==> config.mk <==
export PLATFORM = sky130hd
export DESIGN_NAME = tick_cascade
export DESIGN_NICKNAME = d
export VERILOG_FILES = /design/src/rtl/tick_stage.sv /design/src/rtl/tick_cascade.sv
export SDC_FILE = /design/constraint.sdc
export NUM_CORES = 1
export LEC_CHECK = 0
export ABC_AREA = 1
export BUFFER_PORTS_ARGS = -buffer_cell sky130_fd_sc_hd__clkbuf_2
export CAP_MARGIN = 25
export CELL_PAD_IN_SITES_DETAIL_PLACEMENT = 0
export CELL_PAD_IN_SITES_GLOBAL_PLACEMENT = 1
export CORE_ASPECT_RATIO = 1.75
export CORE_MARGIN = 5
export CORE_UTILIZATION = 47
export CTS_BUF_LIST = sky130_fd_sc_hd__clkbuf_16
export CTS_CLUSTER_SIZE = 8
export DETAILED_ROUTE_END_ITERATION = 7
export GPL_ROUTABILITY_DRIVEN = 0
export PLACE_DENSITY = 0.87
export SLEW_MARGIN = 5
export SYNTH_ARGS = -nofsm -noshare
export SYNTH_HDL_FRONTEND = slang
export SYNTH_SLANG_ARGS = --single-unit
==> constraint.sdc <==
create_clock -name clk -period 3 [get_ports clk]
set_input_delay 0.6 -clock clk [delete_from_list [all_inputs] [get_ports clk]]
set_output_delay 0.6 -clock clk [all_outputs]
set_load 0.01 [all_outputs]
==> src/rtl/tick_stage.sv <==
// One modulus-MOD counter level: counts on inc, emits a carry on its last count
// and toggles a square-wave register on every carry.
module tick_stage #(
    parameter int unsigned MOD = 10
) (
    input  logic                     clk,
    input  logic                     rst_n,
    input  logic                     clear,
    input  logic                     inc,
    output logic [$clog2(MOD)-1:0]   cnt,
    output logic                     carry,
    output logic                     sq
);

    localparam int unsigned W = $clog2(MOD);
    localparam logic [W-1:0] LAST = W'(MOD - 1);

    logic at_last;

    assign at_last = (cnt == LAST);
    // clear suppresses the carry so no downstream level advances or toggles
    assign carry   = inc & ~clear & at_last;

    always_ff @(posedge clk or negedge rst_n) begin
        if (!rst_n) begin
            cnt <= '0;
            sq  <= 1'b0;
        end else if (clear) begin
            cnt <= '0;
            sq  <= 1'b0;
        end else begin
            if (inc) begin
                cnt <= at_last ? '0 : cnt + W'(1);
            end
            if (carry) begin
                sq <= ~sq;
            end
        end
    end

endmodule

==> src/rtl/tick_cascade.sv <==
// Prescaler plus a cascade of modulus counters producing clock-enable ticks,
// square waves and per-stage counts.
module tick_cascade #(
    parameter int unsigned PRESCALE  = 1_000_000,
    parameter int unsigned STAGES    = 3,
    parameter int unsigned STAGE_MOD = 10,
    parameter int unsigned PW        = $clog2(PRESCALE),
    parameter int unsigned CW        = $clog2(STAGE_MOD)
) (
    input  logic                   clk,
    input  logic                   rst_n,
    input  logic                   en,
    input  logic                   clear,
    output logic [STAGES:0]        tick,
    output logic [STAGES:0]        sq,
    output logic [STAGES*CW-1:0]   count
);

    logic [PW-1:0] pcnt;
    logic          pre_carry;
    logic          unused_pcnt;

    tick_stage #(
        .MOD(PRESCALE)
    ) u_prescale (
        .clk  (clk),
        .rst_n(rst_n),
        .clear(clear),
        .inc  (en),
        .cnt  (pcnt),
        .carry(pre_carry),
        .sq   (sq[0])
    );

    assign tick[0]     = pre_carry;
    // The prescaler count is kept internal; only its carry leaves the block.
    assign unused_pcnt = ^pcnt;

    // Each level has its own carry net so the chain is a plain AND ripple in one cycle.
    for (genvar g = 0; g < int'(STAGES); g++) begin : g_stage
        logic carry_in;
        logic carry;

        if (g == 0) begin : g_first
            assign carry_in = pre_carry;
        end else begin : g_next
            assign carry_in = g_stage[g-1].carry;
        end

        tick_stage #(
            .MOD(STAGE_MOD)
        ) u_stage (
            .clk  (clk),
            .rst_n(rst_n),
            .clear(clear),
            .inc  (carry_in),
            .cnt  (count[g*CW +: CW]),
            .carry(carry),
            .sq   (sq[g+1])
        );

        assign tick[g+1] = carry;
    end

endmodule

Word level (Yosys, flattened, before mapping)
Index checks and enable logic that the tools add are counted.

word-level totals
  register bits = 36
  logic and storage cells = 54

cells by class
  $add $sub $neg = 4
  equality and inequality tests = 4
  muxes and demuxes = 20
  bitwise logic cells = 13
  reduce and logical (&&, ||, !) cells = 5

operators by type and width
  operator               count
  $mux 20                3
  $mux 4                 9
  $add 20x1->20 const B  1
  $eq 20x20->1 const B   1
  $add 4x1->4 const B    3
  $eq 4x4->1 const B     3
  $reduce_bool 2->1      5
  $and 1x1->1            8
  $mux 1                 8
  $not 1->1              5

Logic depth before layout (Yosys ltp)
Gate-level depths: netlist of run 1.

  depth in word-level cells = 11
  mapped depth = 11

Modules after synthesis
A second synthesis of run 1 with hierarchy kept.

unflattened totals
  cells, all modules = 322
  area, all modules = 2417.3 µm²

modules (own cells, without submodules)
  module                               instances  cells an instance  area each (µm²)  sequential area each (µm²)
  tick_stage (u_prescale)              1          201                1426.4           525.5
  tick_stage (g_stage[0].u_stage ...)  3          39                 320.3            125.1
  tick_cascade                         1          4                  30.0             0.0

Least setup slack after synthesis of run 1
Ideal clock, no wire load.

  kind = register to output
  from = register g_stage[0].u_stage.cnt[1]
  to = output port tick[2]
  data arrival time = 1.433 ns
  required time = 2.400 ns
  slack = 0.967 ns
  stages on the path, launching flop included = 8
  path buffers = 1
  cell sequence = dfrtp_1 > inv_1 > ha_1 > nand2_1 > nor2_1 > nand4_4 > nor2_4 > buf_4

between the ends
  longest elaborated chain between the ends = 4

RTL lines
  item                      line                text
  start, declared           tick_stage.sv:10    output logic [$clog2(MOD)-1:0] cnt,
  start signal, assigned    tick_stage.sv:33    cnt <= at_last ? '0 : cnt + W'(1);
  $eq 4x4->1                tick_stage.sv:20    assign at_last = (cnt == LAST);
  $and 1x1->1 (3 in a row)  tick_stage.sv:22    assign carry = inc & ~clear & at_last;
  end, declared             tick_cascade.sv:14  output logic [STAGES:0] tick,

Every way passes these cells.

Worst setup path in the final report of run 1
  from = register u_prescale.cnt[0]
  to = output port tick[2]

between the ends
  longest elaborated chain between the ends = 6

RTL lines
  item                      line
  start, declared           tick_stage.sv:10
  start signal, assigned    tick_stage.sv:33
  $eq 20x20->1              tick_stage.sv:20
  $and 1x1->1 (5 in a row)  tick_stage.sv:22

Every way passes these cells.

==> impl_metrics.toml, run 1 <==
[outcome]
outcome = "complete, no violations"

[sta]
slew_headroom = 0.6928
hold_viol_final = 0
max_freq_mhz = 406.1
setup_slack_ns = 0.5377
rsz0062_at_grt = "no"
tns_ns = 0
finalSetupViolCount = 0
fin_crit_ns = 2.462
finalMaxSlewViolations = 0
skew_ns = 0.004780
worst_slew_pin_slew_ns = 0.4604
fin_crit_sh = 0.8208

[synthesis]
syn_avg_cell_area_um2 = 7.726
post-synth-top-area-cell = "dfrtp_1"
yosysMostFrequentCell = "nand2_1"
synth-async-reset-ratio = 1.000
synth_edf_count = 0
synthDistinctLibCells = 33
synthTopCellsByArea = "dfrtp_1, nand2_1, nand3_1"
syn_area_mm2 = 0.002295
synth_ff_type = "dfrtp_1"
syn-instance-count = 297
synth_top_area_share = 0.3926
ys_seq_elements = 36
syn_nets = 308
synth_top_cells_by_count = "nand2_1, dfrtp_1, inv_1"
synth_warnings = 0
yosysSeqAreaShare = 0.3926

[final_layout]
layout.cells.non_filler = 372
area_growth_pct = 13.36
drive_gt1_frac = 0.1906
fin_nets = 330
antennaDiodeCount = 0
finalInstanceArea_mm2 = 0.002601

[worst_setup_path]
critPathArrivalTime_ns = 1.86
end_kind = "output port"
r2r_slack_ns = 1.32
r2r-end = "u_prescale.cnt[16]"
cp.required_ns = 2.40
crit-reg2reg-launch = "u_prescale.cnt[0]"
cp_max_fo = 7
critPathLaunch = "u_prescale.cnt[0]"
reg2reg_depth = 8
start_kind = "flop"
endpoint = "tick[2]"
critPathKind = "reg2out"

[drt]
drt_first_pass_iters = 4
drc = 0
drt_iter0_markers = 82
ant_nets = 0
via_per_inst = 5.218
routed-via-count = 1941
routed_wl_mm = 5.106
drt-wirelength-per-cell_um = 13.73

[power]
p_seq_frac = 0.440
pwr-share-comb = 0.039
power.switching_uw = 230.2
power.density_mw_per_mm2 = 429.4
clkPwrFrac = 0.522
p_leak_uw = 0.001234
irDropWorstVdd_uv = 394.8
p_sw_frac = 0.2061
internal_power_uw = 886.7

[die]
initial_utilization = 0.4875
core_mm2 = 0.004707
row_count = 33
boundaryPins = 24
die-area_mm2 = 0.006435
die_x_um = 62.82
die_h_um = 102.4

[clock_tree]
htree_levels = 2
cts.sinks = 36
cts_resized = 0
cts_setup_buffers = 0
clkLatencyLatePin_ns = 0.27
cts_hold_buf = 0
path_clk_slew_ns = 0.06
cts-root-buf = "clkbuf_16"
cts_max_path_buffers = 2
numCtsBuffers = 5
cts_tree = "built"

[placement]
place_area_mm2 = 0.002410
detailed_place_hpwl_mm = 3.891
port_buffers = 23
dp.cells = 363
dpl_worst_slack_ns = 0.8030

[grt]
grt_pass1_wl_mm = 9.108
grt_remaining_overflow = 0
antenna_found_initial = 0
grt_max_degree = 37
gr-usage-all-layers = 0.1753
grt_pass1_vias = 1941

[min_path]
min_path_type = "in2async"

[flow_run]
max_cap_viol_count = 0
-- stage by stage --
step	power, uW	util	hold WS (ns)
after floorplan	520.1	-	0.3044
after global placement	539.8	0.5120	0.4758
after detailed placement	539.8	0.5120	0.4893
after CTS	1122	0.5468	0.4886
after global routing	1154	0.5526	0.2945
final	1117	0.5526	0.2629
-- power by group through the flow --
| stage | registers (uW) | clock network [uW] | logic (uW) |
|---|---|---|---|
| 6_report | 491 | 583 | 43.2 |
| 5_1_grt | 491 | 613 | 49.5 |
| 4_1_cts | 491 | 591 | 40.2 |
| 2_1_floorplan | 499 | 0 | 20.9 |
| 3_5_place_dp | 500 | 0 | 40.0 |
| 3_3_place_gp | 500 | 0 | 40.2 |
-- metal layers --
layer,track usage,part of all wire
met1,0.1842,0.39
met2,0.3514,0.56
met3,0.02530,0.026
met4,0.05392,0.015
met5,0,0
-- state kept, by name, summed over array words and instances, names as in the netlist --
| signal | cells |
|---|---|
| g_stage.u_stage.sq | 3 |
| u_prescale.sq | 1 |
| u_prescale.cnt | 20 |
| g_stage.u_stage.cnt | 12 |
-- cell families after synthesis --
family	count (synthesis)	synth area share
simple gates	159	0.3490
compound gates	34	0.08015
buf+inv	51	0.1014
xor+xnor	9	0.03435
mux	1	0.004362
flops	36	0.3926
fa+ha+maj	7	0.03817
-- critical path, cell delays in order, from the launching register on --
cell and delay [ns]:
dfrtp_1 0.43, ha_1 0.22, nand3_2 0.13, inv_2 0.07, nand2_2 0.06, nor2_4 0.15
nand4_4 0.15, nor2_4 0.20, clkbuf_2 0.16
-- worst min path at each step --
stage,cells after the start,end,slack (ns)
global route,1,u_prescale.cnt[10],0.29
CTS,1,u_prescale.cnt[10],0.49
finish,1,u_prescale.cnt[10],0.26
detailed placement,1,g_stage[0].u_stage.sq,0.49
global placement,1,g_stage[0].u_stage.sq,0.48
floorplan,0,g_stage[0].u_stage.cnt[0],0.30
-- cell type report --
cell class | instances | area (um2)
fillers | 469 | 2106
multi-input cells | 210 | 1161
flip-flops and latches | 36 | 900.9
repair buffers | 26 | 157.7
inverters | 40 | 152.6
clock buffers | 5 | 125.1
well taps | 52 | 65.06
clock inverters | 3 | 38.79
-- cells in the final DEF (no fill, tap or decap), types with 3 or more instances in the layout --
cell type	netlist	final
nand3_1	33	33
o21ai_0	14	14
dfrtp_1	36	36
inv_2	4	4
xor2_1	7	7
inv_1	35	36
ha_1	7	7
nor2_2	5	5
nand2_1	68	68
nand4_1	3	3
clkbuf_2	0	23
nand3_2	6	6
o22ai_1	5	5
nor2_1	28	28
clkbuf_16	0	5
nor2_4	6	6
a21oi_1	5	5
o21ai_1	7	7
No activity file was read; power rests on OpenSTA's default activity.
==> inputs of run 2 (changes only) <==
--- a/config.mk
+++ b/config.mk
@@ -12,12 +12,12 @@
 export CELL_PAD_IN_SITES_GLOBAL_PLACEMENT = 1
 export CORE_ASPECT_RATIO = 1.75
 export CORE_MARGIN = 5
-export CORE_UTILIZATION = 47
+export CORE_UTILIZATION = 39
 export CTS_BUF_LIST = sky130_fd_sc_hd__clkbuf_16
 export CTS_CLUSTER_SIZE = 8
 export DETAILED_ROUTE_END_ITERATION = 7
 export GPL_ROUTABILITY_DRIVEN = 0
-export PLACE_DENSITY = 0.87
+export PLACE_DENSITY = 0.77
 export SLEW_MARGIN = 5
 export SYNTH_ARGS = -nofsm -noshare
 export SYNTH_HDL_FRONTEND = slang
==> constraint.sdc (replaced) <==
create_clock -name clk -period 2.2 [get_ports clk]
set_input_delay 0.44 -clock clk [delete_from_list [all_inputs] [get_ports clk]]
set_output_delay 0.44 -clock clk [all_outputs]
set_load 0.01 [all_outputs]
==> impl_metrics.toml, run 2 (synthesis gave the netlist of run 1 again) <==
[final_layout]
seqCellArea_um2 = 905.9
layout.cells.non_filler = 408
antennaDiodeCount = 0
fin_nets = 341
largestRegisters = "u_prescale.cnt x20, g_stage.u_stage.cnt x12, g_stage.u_stage.sq x3"
finalInstanceArea_mm2 = 0.002708
fillCellCount = 596
area_growth_pct = 17.99
layout_common_cells = "nand2_1, inv_1, nand3_1"
drive_gt1_frac = 0.2515
multi_input_area_mm2 = 0.001196
regMostFlops = "u_prescale.cnt"
final_common_cell = "nand2_1"
largest_reg_flops = 20

[sta]
fin_crit_ns = 2.080
fin_hold_ws_ns = 0.2100
slew_headroom = 0.6737
hold_viol_final = 0
finalSetupViolCount = 0
finalMaxSlewViolations = 0
max_freq_mhz = 480.7
tns_ns = 0
skew_ns = 0.003389
worst_slew_pin_slew_ns = 0.4895
fin_crit_sh = 0.9456

[worst_setup_path]
end_kind = "output port"
cp_max_fo = 4
r2r_slack_ns = 0.49
crit-reg2reg-launch = "u_prescale.cnt[12]"
reg2reg_depth = 9
crit_path_cell_trace = "ha_4, nand3_4, inv_2, nand2_2, inv_2, nand3_4, nor2_4, nand4_1, inv_1, clkbuf_2"
start_kind = "flop"
critPathKind = "reg2out"
cp.required_ns = 1.76
slowest_stage = "dfrtp_2"
critPathArrivalTime_ns = 1.64
slowest_delay_ns = 0.39
r2r-end = "g_stage[1].u_stage.cnt[1]"

[outcome]
outcome = "complete, no violations"

[clock_tree]
cts_tree = "built"
cts-root-buf = "clkbuf_16"
htree_levels = 2
clkLatencyLatePin_ns = 0.28
numCtsBuffers = 5
cts.sinks = 36
cts_max_path_buffers = 2
path_clk_slew_ns = 0.06
cts_hold_buf = 0

[drt]
drc = 0
drt_iter0_markers = 79
drt-wirelength-per-cell_um = 13.20
drt_first_pass_iters = 4
via_per_inst = 4.853
routed_wl_mm = 5.387
ant_nets = 0
routed-via-count = 1980

[die]
boundaryPins = 24
core_mm2 = 0.005787
initial_utilization = 0.3965
die-area_mm2 = 0.007578
die_h_um = 111.5
row_count = 37
die_x_um = 67.99

[grt]
gr-usage-all-layers = 0.1599
grt_pass1_vias = 2048
grt_max_degree = 37
grt_util_met2 = 0.3080
grt_pass1_wl_mm = 9.432
gr-usage-met3 = 0.02725
antenna_found_initial = 0
grt_util_met1 = 0.1622
grt_remaining_overflow = 0
top_usage_layer = "met2"

[placement]
detailed_place_hpwl_mm = 4.083
place_area_mm2 = 0.002480
dp.cells = 394
port_buffers = 23

[power]
p_leak_uw = 0.001250
irDropWorstVdd_uv = 252.1
power.density_mw_per_mm2 = 517.7

[flow_run]
max_cap_viol_count = 0

[min_path]
min_path_type = "in2async"
[run 2: cell types whose count changed in the layout (fill, tap and decap cells not counted), moves of 2 or more]
cell      change
inv_1         -3
clkinv_1      +2
dfrtp_2       +4
nor2_1        -4
nand2_2       +2
buf_4        +12
dfrtp_1       -4
nor2_2        +4
nand2_1       -2
[run 2: final cells by class]
| type | count | area share |
|---|---|---|
| clock buffers | 5 | 0.04621 |
| clock inverters | 2 | 0.002773 |
| inverters | 40 | 0.05730 |
| multi-input cells | 210 | 0.4418 |
| flip-flops and latches | 36 | 0.3346 |
| well taps | 78 | 0.03604 |
| repair buffers | 37 | 0.08133 |
[run 2: metrics by stage]
stage | utilization | worst slack [ns] | power [uW]
2_1_floorplan | - | 0.3275 | 709.2
3_3_place_gp | 0.4285 | 0.2321 | 736.8
3_5_place_dp | 0.4285 | 0.1703 | 737.0
4_1_cts | 0.4573 | 0.02020 | 1419
5_1_grt | 0.4679 | -0.005730 | 1458
6_report | 0.4679 | 0.1196 | 1402
[run 2: report_power, final]
group	switching, uW	internal (uW)
clock network	263	405
registers	3.62	666
logic	46.6	16.9
total	314	1090
[run 2: layer usage]
layer  vias to the layer above  wire length (um)
met2                        26              3110
met4                         0                92
li1                       1014                 -
met5                         -                 0
met3                         7               145
met1                       933              2039
[run 2: how the worst max path moves through the flow]
stage | startpoint | to | slack [ns] | depth (start not counted)
after floorplan | g_stage[0].u_stage.cnt[1] | tick[2] | 0.33 | 7
after global placement | u_prescale.cnt[0] | tick[3] | 0.23 | 10
after detailed placement | u_prescale.cnt[0] | tick[3] | 0.17 | 10
after CTS | u_prescale.cnt[12] | tick[3] | 0.02 | 8
after global routing | u_prescale.cnt[7] | tick[2] | -0.006 | 8
final | u_prescale.cnt[0] | tick[3] | 0.12 | 10
[run 2: critical path, delay by kind of cell, from the launching register on]
kind | cells | cell delay, ns
simple gates | 5 | 0.48
buf+inv | 4 | 0.34
fa+ha+maj | 1 | 0.16
flops | 1 | 0.39
[run 2: timing repair]
item / 4_1_cts / 5_1_grt
gates resized for setup: 3 / 13
gates cloned: 0 / 0
endpoints found under the setup margin: 3 / 3
hold endpoints to repair: 0 / 0
buffers inserted: 3 / 4
pin swaps: 1 / 4
